### src/rtl/muldiv_unit.sv
// muldiv_unit
// Multi-cycle HI/LO engine for MULT, MULTU, DIV and DIVU. It sits in EX beside
// the ALU and owns the HI and LO registers used by MFHI/MFLO/MTHI/MTLO.
// Multiplies use a radix-2 shift-add over operand magnitudes. Divides use a
// restoring shift-subtract over operand magnitudes. A final FIX cycle applies
// the result signs and commits HI/LO.
//
// Ports:
//   clk, rst       rising-edge clock, asynchronous active-high reset
//   start, op      request an operation (sampled only in IDLE), OP_* select
//   src_a, src_b   multiplicand/dividend and multiplier/divisor
//   flush          cancel an in-flight operation without committing
//   hi_we, lo_we   MTHI / MTLO write enables, data on wdata
//   hi, lo         HI and LO registers
//   busy           high whenever the engine is not IDLE
//   done           one-cycle pulse in the cycle after a result is committed
module muldiv_unit #(
   parameter int         WIDTH     = 32,
   parameter logic [1:0] OP_MULT   = 2'b00,
   parameter logic [1:0] OP_MULTU  = 2'b01,
   parameter logic [1:0] OP_DIV    = 2'b10,
   parameter logic [1:0] OP_DIVU   = 2'b11
) (
   input  logic             clk,
   input  logic             rst,
   input  logic             start,
   input  logic [1:0]       op,
   input  logic [WIDTH-1:0] src_a,
   input  logic [WIDTH-1:0] src_b,
   input  logic             flush,
   input  logic             hi_we,
   input  logic             lo_we,
   input  logic [WIDTH-1:0] wdata,
   output logic [WIDTH-1:0] hi,
   output logic [WIDTH-1:0] lo,
   output logic             busy,
   output logic             done
);

   localparam int CW = $clog2(WIDTH);

   typedef enum logic [1:0] {IDLE, CALC, FIX} state_t;

   state_t             state_q, state_d;
   logic [CW-1:0]      counter_q, counter_d;
   logic               is_div_q, is_div_d;
   logic               neg_q, neg_d;
   logic               rem_neg_q, rem_neg_d;
   logic [WIDTH-1:0]   mag_q, mag_d;
   logic [2*WIDTH-1:0] acc_q, acc_d;
   logic [WIDTH-1:0]   hi_q, hi_d;
   logic [WIDTH-1:0]   lo_q, lo_d;
   logic               done_q, done_d;

   // Operand decode used only when a request is accepted in IDLE.
   logic               op_signed;
   logic               op_div;
   logic [WIDTH-1:0]   abs_a;
   logic [WIDTH-1:0]   abs_b;

   assign op_signed = (op == OP_MULT) || (op == OP_DIV);
   assign op_div    = (op == OP_DIV) || (op == OP_DIVU);
   assign abs_a     = (op_signed && src_a[WIDTH-1]) ? -src_a : src_a;
   assign abs_b     = (op_signed && src_b[WIDTH-1]) ? -src_b : src_b;

   // Multiply step: acc holds {partial product, remaining multiplier bits}.
   // The carry out of the add is shifted back into the top of acc.
   logic [WIDTH:0]     mul_sum;
   logic [2*WIDTH-1:0] mul_next;

   assign mul_sum  = {1'b0, acc_q[2*WIDTH-1:WIDTH]}
                   + (acc_q[0] ? {1'b0, mag_q} : {(WIDTH+1){1'b0}});
   assign mul_next = {mul_sum, acc_q[WIDTH-1:1]};

   // Divide step: acc holds {remainder, dividend bits / quotient bits}.
   // The shifted remainder needs one extra bit before the trial subtract.
   // When it fits, the true difference is below 2^WIDTH, so a WIDTH-bit
   // subtract is exact.
   logic [WIDTH:0]     div_rem_sh;
   logic               div_fits;
   logic [WIDTH-1:0]   div_diff;
   logic [2*WIDTH-1:0] div_next;

   assign div_rem_sh = acc_q[2*WIDTH-1:WIDTH-1];
   assign div_fits   = div_rem_sh >= {1'b0, mag_q};
   assign div_diff   = div_rem_sh[WIDTH-1:0] - mag_q;
   assign div_next   = div_fits ? {div_diff, acc_q[WIDTH-2:0], 1'b1}
                                : {div_rem_sh[WIDTH-1:0], acc_q[WIDTH-2:0], 1'b0};

   // Sign fix applied in FIX. The remainder follows the dividend sign, which
   // gives truncation toward zero.
   logic [2*WIDTH-1:0] prod_fix;
   logic [WIDTH-1:0]   quot_fix;
   logic [WIDTH-1:0]   rem_fix;

   assign prod_fix = neg_q ? -acc_q : acc_q;
   assign quot_fix = neg_q ? -acc_q[WIDTH-1:0] : acc_q[WIDTH-1:0];
   assign rem_fix  = rem_neg_q ? -acc_q[2*WIDTH-1:WIDTH] : acc_q[2*WIDTH-1:WIDTH];

   // Next-state and datapath logic.
   // MTHI/MTLO writes go in first, so a FIX commit on the same edge overrides
   // them. Flush takes priority over everything else the engine would do,
   // including a commit or a start on the same edge.
   always_comb begin
      state_d   = state_q;
      counter_d = counter_q;
      is_div_d  = is_div_q;
      neg_d     = neg_q;
      rem_neg_d = rem_neg_q;
      mag_d     = mag_q;
      acc_d     = acc_q;
      hi_d      = hi_q;
      lo_d      = lo_q;
      done_d    = 1'b0;

      if (hi_we) hi_d = wdata;
      if (lo_we) lo_d = wdata;

      if (flush) begin
         if (state_q != IDLE) state_d = IDLE;
      end else begin
         case (state_q)
            IDLE: begin
               if (start) begin
                  is_div_d  = op_div;
                  counter_d = '0;
                  neg_d     = op_signed && (src_a[WIDTH-1] ^ src_b[WIDTH-1]);
                  rem_neg_d = (op == OP_DIV) && src_a[WIDTH-1];
                  if (op_div && (src_b == '0)) begin
                     // Divide by zero: FIX commits acc unchanged.
                     // This gives hi = src_a and lo = all ones.
                     acc_d     = {src_a, {WIDTH{1'b1}}};
                     neg_d     = 1'b0;
                     rem_neg_d = 1'b0;
                     state_d   = FIX;
                  end else if (op_div) begin
                     mag_d   = abs_b;
                     acc_d   = {{WIDTH{1'b0}}, abs_a};
                     state_d = CALC;
                  end else begin
                     mag_d   = abs_a;
                     acc_d   = {{WIDTH{1'b0}}, abs_b};
                     state_d = CALC;
                  end
               end
            end
            CALC: begin
               counter_d = counter_q + 1'b1;
               acc_d     = is_div_q ? div_next : mul_next;
               if (counter_q == CW'(WIDTH-1)) state_d = FIX;
            end
            FIX: begin
               if (is_div_q) begin
                  hi_d = rem_fix;
                  lo_d = quot_fix;
               end else begin
                  hi_d = prod_fix[2*WIDTH-1:WIDTH];
                  lo_d = prod_fix[WIDTH-1:0];
               end
               done_d  = 1'b1;
               state_d = IDLE;
            end
            default: state_d = IDLE;
         endcase
      end
   end

   // State and datapath registers.
   // Reset discards any in-flight work immediately.
   always_ff @(posedge clk or posedge rst) begin
      if (rst) begin
         state_q   <= IDLE;
         counter_q <= '0;
         is_div_q  <= 1'b0;
         neg_q     <= 1'b0;
         rem_neg_q <= 1'b0;
         mag_q     <= '0;
         acc_q     <= '0;
         hi_q      <= '0;
         lo_q      <= '0;
         done_q    <= 1'b0;
      end else begin
         state_q   <= state_d;
         counter_q <= counter_d;
         is_div_q  <= is_div_d;
         neg_q     <= neg_d;
         rem_neg_q <= rem_neg_d;
         mag_q     <= mag_d;
         acc_q     <= acc_d;
         hi_q      <= hi_d;
         lo_q      <= lo_d;
         done_q    <= done_d;
      end
   end

   assign hi   = hi_q;
   assign lo   = lo_q;
   assign busy = (state_q != IDLE);
   assign done = done_q;

endmodule
### config.mk
export PLATFORM = sky130hd
export DESIGN_NAME = muldiv_unit
export DESIGN_NICKNAME = d
export VERILOG_FILES = /design/src/rtl/muldiv_unit.sv
export SDC_FILE = /design/constraint.sdc
export NUM_CORES = 1
export LEC_CHECK = 0
export CAP_MARGIN = 20
export CORE_UTILIZATION = 40
export CTS_BUF_LIST = sky130_fd_sc_hd__clkbuf_4 sky130_fd_sc_hd__clkbuf_8
export DETAILED_ROUTE_END_ITERATION = 8
export PLACE_DENSITY = 0.71
export REMOVE_ABC_BUFFERS = 1
export SETUP_SLACK_MARGIN = 0.5
export SLEW_MARGIN = 20
export SYNTH_ARGS = -nofsm -noshare
export SYNTH_HDL_FRONTEND = slang
export SYNTH_SLANG_ARGS = --single-unit
### constraint.sdc
create_clock -name clk -period 10.3 [get_ports clk]
set_clock_uncertainty 0.15 [all_clocks]
set_input_delay 1.03 -clock clk [delete_from_list [all_inputs] [get_ports clk]]
set_output_delay 1.03 -clock clk [all_outputs]
set_load 0.03 [all_outputs]
* Word level (Yosys, flattened, before mapping)
Index checks and enable logic that the tools add are counted.
** Storage, ports and cells
- Flip-flop bits (word level) :: 171
- Input bits :: 104
- Word-level logic and storage cells :: 80
** Operators by class
- Add/sub/neg operators :: 8
- Magnitude comparators :: 1
- Equality and inequality tests :: 9
- Mux-type cells :: 33
- Bitwise gates (word level) :: 3
- Reduce and logical (&&, ||, !) cells :: 16
** Operators with widths (number)
- $mux 32 :: 15
- $mux 64 :: 5
- $neg 32->32 :: 4
- $pmux 64 s2 :: 1
- $neg 64->64 :: 1
- $add 32x32->33 :: 1
- $ge 33x32->1 :: 1
- $logic_not 32->1 :: 1
- $sub 32x32->32 :: 1
- $mux 2 :: 5
- $pmux 5 s2 :: 1
- $reduce_and 3->1 :: 3
- $eq 2x2->1 const B :: 3
- $ne 3x3->1 const B :: 2
- $add 5x1->5 const B :: 1
- $eq 5x5->1 const B :: 1
- $logic_and 1x1->1 :: 5
- $mux 5 :: 1
- $logic_not 2->1 :: 2
- $mux 1 :: 4
- $pmux 2 s2 :: 1
- $reduce_and 4->1 :: 1
- $reduce_bool 2->1 :: 2
- $eq 2x1->1 const B :: 1
- 5 further kinds :: 7

* Depth between registers and ports, before layout
- Depth in word-level cells :: 8
- Depth in mapped cells :: 14
- Depth with buffers taken out :: 13

* Least setup slack after synthesis
Ideal clock, no wire load.
- Kind :: input to register
- From :: in src_b[6]
- To :: reg mag_q[12]
- Setup time :: 0.125 ns
- Data arrival time :: 3.334 ns
- Required time :: 10.025 ns
- Slack :: 6.691 ns
- Stages :: 7
- Buffers on the path :: 1
- Cells stage by stage :: or4_4 or4_4 nor3_4 nand3b_4 o21ai_2 buf_2 mux2_2
** Between the ends
- Cells in the longest elaborated chain, start to end :: 4
- Elaborated cells between the ends (all ways) :: 7
** Ends and longest elaborated chain
- from (decl) :: line 29 : input logic [WIDTH-1:0] src_b,
- branches (longest 4 deep; another with $neg 32->32)
- to (signal assigned) :: line 188 : mag_q <= mag_d;
- to (decl) :: line 49 : logic [WIDTH-1:0] mag_q, mag_d;
Several ways; the timed one is not identified.
A chain may end at the register's enable or synchronous reset.

* Final worst setup path
- From :: reg acc_q[35]
- To :: reg acc_q[35]
** Between the ends
- Cells in the longest elaborated chain, start to end :: 4
- Elaborated cells between the ends (all ways) :: 5
** Ends and longest elaborated chain
- from (decl) :: line 50 : logic [2*WIDTH-1:0] acc_q, acc_d;
- from (signal assigned) :: line 178 : acc_q <= '0;
- from (signal assigned) :: line 189 : acc_q <= acc_d;
- $ge 33x32->1 :: line 85 : assign div_fits = div_rem_sh >= {1'b0, mag_q};
- $mux 64 :: line 87 : assign div_next = div_fits ? {div_diff, acc_q[WIDTH-2:0], 1'b1}
- $mux 64 * :: line 149 : acc_d = is_div_q ? div_next : mul_next;
- $pmux 64 s2 * :: line 122 : case (state_q)
Every way passes the cells marked *; elsewhere a longest branch is shown, timed or not.

==> impl_results.md <==
- Status: completed
- Post-DP HPWL: 46820 µm
- Finish-stage setup viols: 0
- Fillers: 3823
- Post-route antenna net violation count: 0
- DRT Pass-1 Iters: 6
- Die Height: ~200 µm
- Combinational group share of total power: 0.675
- CP Max Fanout: 18
- Clock sinks: 171
- DRC: 0
- Seq/Total Area, Yosys: 0.2705
- DIE AREA: 40350 µm²
- Worst-Skew Late Latency: ~0.50 ns
- Max-slew violation count: 0
- CORE AREA: between 30000 and 40000 µm²
- Slew headroom: 0.2910
- Int Power: 2.582 mW
- Tcrit/Tclk final: 0.4529
- Max Buffers Root-to-Sink: 2
- Synth Warn #: 0
- Clk pwr share: 0.086
- Async set-reset flop share out of synthesis: 1.000
- RSZ-0062 raised after global routing: no
- Crit. End Element: register
- IO Port Bufs: roughly 170
- Top FF cell, synth: dfrtp_1
- Overall routing resource usage: 0.2972
- Area delta synth->final: 15.57%
- Switching share of power: 0.5546
- Initial Util: 0.4075
- Clock transition at the registers of the reported paths: approximately 0.11 ns
- Post-CTS Setup Bufs: 0
- Dpl ws: 5.227 ns
- Initial DRC count: 1430
- WL per Instance: 23.29 µm
- Worst EP required: roughly 11 ns
- Root Driver: clkbuf_8
- Tightest Pin Transition: 1.061 ns
- Synth Register Bits: 171
- Max capacitance violation total: 0
- Row count: 72
- Kind of critical path: register to register
- TNS Setup: 0 ns
- Period minus WS final: 4.665 ns
- Seq pwr share: 0.238
- R2R setup slack: 5.63 ns
- CTS tree: done
- Vias in the first global route: 15320
- CTS H-tree lvls: 4
- Mean Syn Cell Area: ~7.8 µm²
- Num CTS Buffers: 17
- Final Wtd Congestion: about 1.0
- Layout cells sized above 1: 0.05976
- Final Hold Viols: 0
- Post-CTS Resized: 0
- Hold Path Class: register to register
- Worst Path Arrival: between 4 and 5 ns
- First-pass GRT wire length: 91980 µm
- Worst VDD drop: 0.1885 mV
- Routed WL: a little over 60000 µm
- PwrDens: 317.0 nW/µm²
- Die W: about 200 µm
- Worst Reg-to-Reg Cells: 9
- Leak Pwr: 7.567 nW
- Post-synthesis cell type count: 79
- Synthesized area: approximately 16000 µm²
- Largest net degree at the start of global routing: 129
- Vias/cell: roughly 6.2
- Final WS setup: 5.635 ns
- Initial antenna violation count: 2
- Gr ovfl total: 0
- I/O pin cnt: 170
- Max Fclk: 214.3 MHz
- # nets final: 2288
- Via Count: 16300
- Crit start category: register
- Post-Syn Instances: 2035
- Hold depth: 2
- EDFF count, synth: 0
- Cts hold-fix bufs: 0
- Switching power: 3.215 mW
flip-flops by register name, summed over array words and instances (netlist names):
register   flops
neg_q          1
lo            32
state_q        2
counter_q      5
acc_q         64
is_div_q       1
rem_neg_q      1
mag_q         32
done           1
hi            32
layer usage:
layer	part of all wire	global-route usage	vias up	wire, µm
li1	-	-	7511	-
met1	0.41	0.3848	7792	25230
met2	0.45	0.4738	828	27930
met3	0.078	0.04481	166	4795
met4	0.059	0.1652	0	3617
met5	0	0	-	0
cells in the mapped netlist (8+ instances only):
library cell    n  area share
a211oi_1       36       0.017
a21o_1         33       0.016
a21oi_1       195       0.062
a22oi_1         9      0.0043
a311oi_1       11      0.0061
a31oi_1        22      0.0087
and2_1          8      0.0032
and3_1         11      0.0044
buf_1          19      0.0045
clkbuf_1      107       0.025
dfrtp_1       171        0.27
ha_1           70       0.055
inv_1          69       0.016
mux2_2         35       0.025
mux2i_1        87       0.055
nand2_1       225       0.053
nand2b_1       18      0.0071
nand3_1        21      0.0066
nand4_1        22      0.0087
nor2_1        183       0.043
nor2b_1        25      0.0099
nor3_1         48       0.015
nor4_1         24      0.0095
o211ai_1        8      0.0038
o21ai_0       194       0.061
o21bai_1        9      0.0043
o221ai_1       13      0.0072
o31ai_1        23       0.011
o41ai_1        16      0.0089
or3_1          20      0.0079
or4_1          17      0.0081
xnor2_1       101       0.056
xor2_1         74       0.041
worst max-delay path: stages, from the launching register on:
cell	delay [ns]
dfrtp_1	0.60
ha_1	0.46
nand3_1	0.15
o21ai_0	0.62
a21oi_1	0.31
a21oi_1	0.56
a21o_1	0.85
mux2_2	0.41
a21oi_1	0.30
a21oi_1	0.11
layout make-up:
type | instances | area, µm² | area share
Multi-Input combinational cell | 1660 | 10800 | 0.5906
Sequential cell | 171 | 4283 | 0.2342
Timing Repair Buffer | 193 | 1897 | 0.1037
Tap cell | 518 | 648.1 | 0.03545
Inverter | 69 | 264.0 | 0.01444
Clock buffer | 17 | 234.0 | 0.01280
Clock inverter | 15 | 157.7 | 0.008622
Antenna cell | 1 | 2.502 | 0.0001369
power by group through the flow:
| stage | logic (mW) | clock network (mW) | registers (mW) |
|---|---|---|---|
| floorplan | 2.51 | 0 | 1.31 |
| global placement | 3.81 | 0 | 1.36 |
| detailed placement | 3.84 | 0 | 1.37 |
| CTS | 3.86 | 0.500 | 1.36 |
| global route | 4.23 | 0.525 | 1.40 |
| finish | 3.91 | 0.501 | 1.38 |
kinds of logic after synthesis:
| logic type | after synthesis | synth area share |
|---|---|---|
| buffers and inverters | 204 | 0.04967 |
| AOI/OAI and AO/OA | 636 | 0.2482 |
| muxes | 122 | 0.07996 |
| adders and majority gates | 72 | 0.05789 |
| DFF | 171 | 0.2705 |
| xor gates and xnor gates | 175 | 0.09688 |
| and+or+nand+nor | 655 | 0.1969 |
path summary, 6_finish.rpt:
kind                            from   endpoint
max                        acc_q[35]  acc_q[35]
min                        mag_q[22]  mag_q[22]
max reg2reg                acc_q[35]  acc_q[35]
min reg2reg                mag_q[22]  mag_q[22]
max in group asynchronous        rst   is_div_q
min in group asynchronous        rst     hi[27]
metrics by stage:
stage / hold slack (ns) / utilization / instance area (µm²) / std cells / total power, mW
detailed placement: 0.3200 / 0.4593 / 17830 / 2609 / 5.216
finish: 0.3377 / 0.4709 / 18280 / 2644 / 5.797
global placement: 0.3159 / 0.4593 / 17830 / 2609 / 5.175
global route: 0.3645 / 0.4709 / 18280 / 2644 / 6.155
CTS: 0.3432 / 0.4694 / 18230 / 2641 / 5.718
floorplan: 0.2998 / - / 15290 / 1900 / 3.827
cells in the final DEF (no fill, tap or decap), types with 33 or more instances in the layout:
| master | instances |
|---|---|
| a21oi_1 | 194 |
| a21o_1 | 33 |
| clkdlybuf4s50_1 | 166 |
| ha_1 | 70 |
| mux2_2 | 35 |
| o21ai_0 | 194 |
| xnor2_1 | 101 |
| nand2_1 | 225 |
| nor3_1 | 47 |
| a211oi_1 | 36 |
| mux2i_1 | 87 |
| dfrtp_1 | 170 |
| nor2_1 | 183 |
| inv_1 | 68 |
| xor2_1 | 74 |
(Power assumes the default switching activity.)
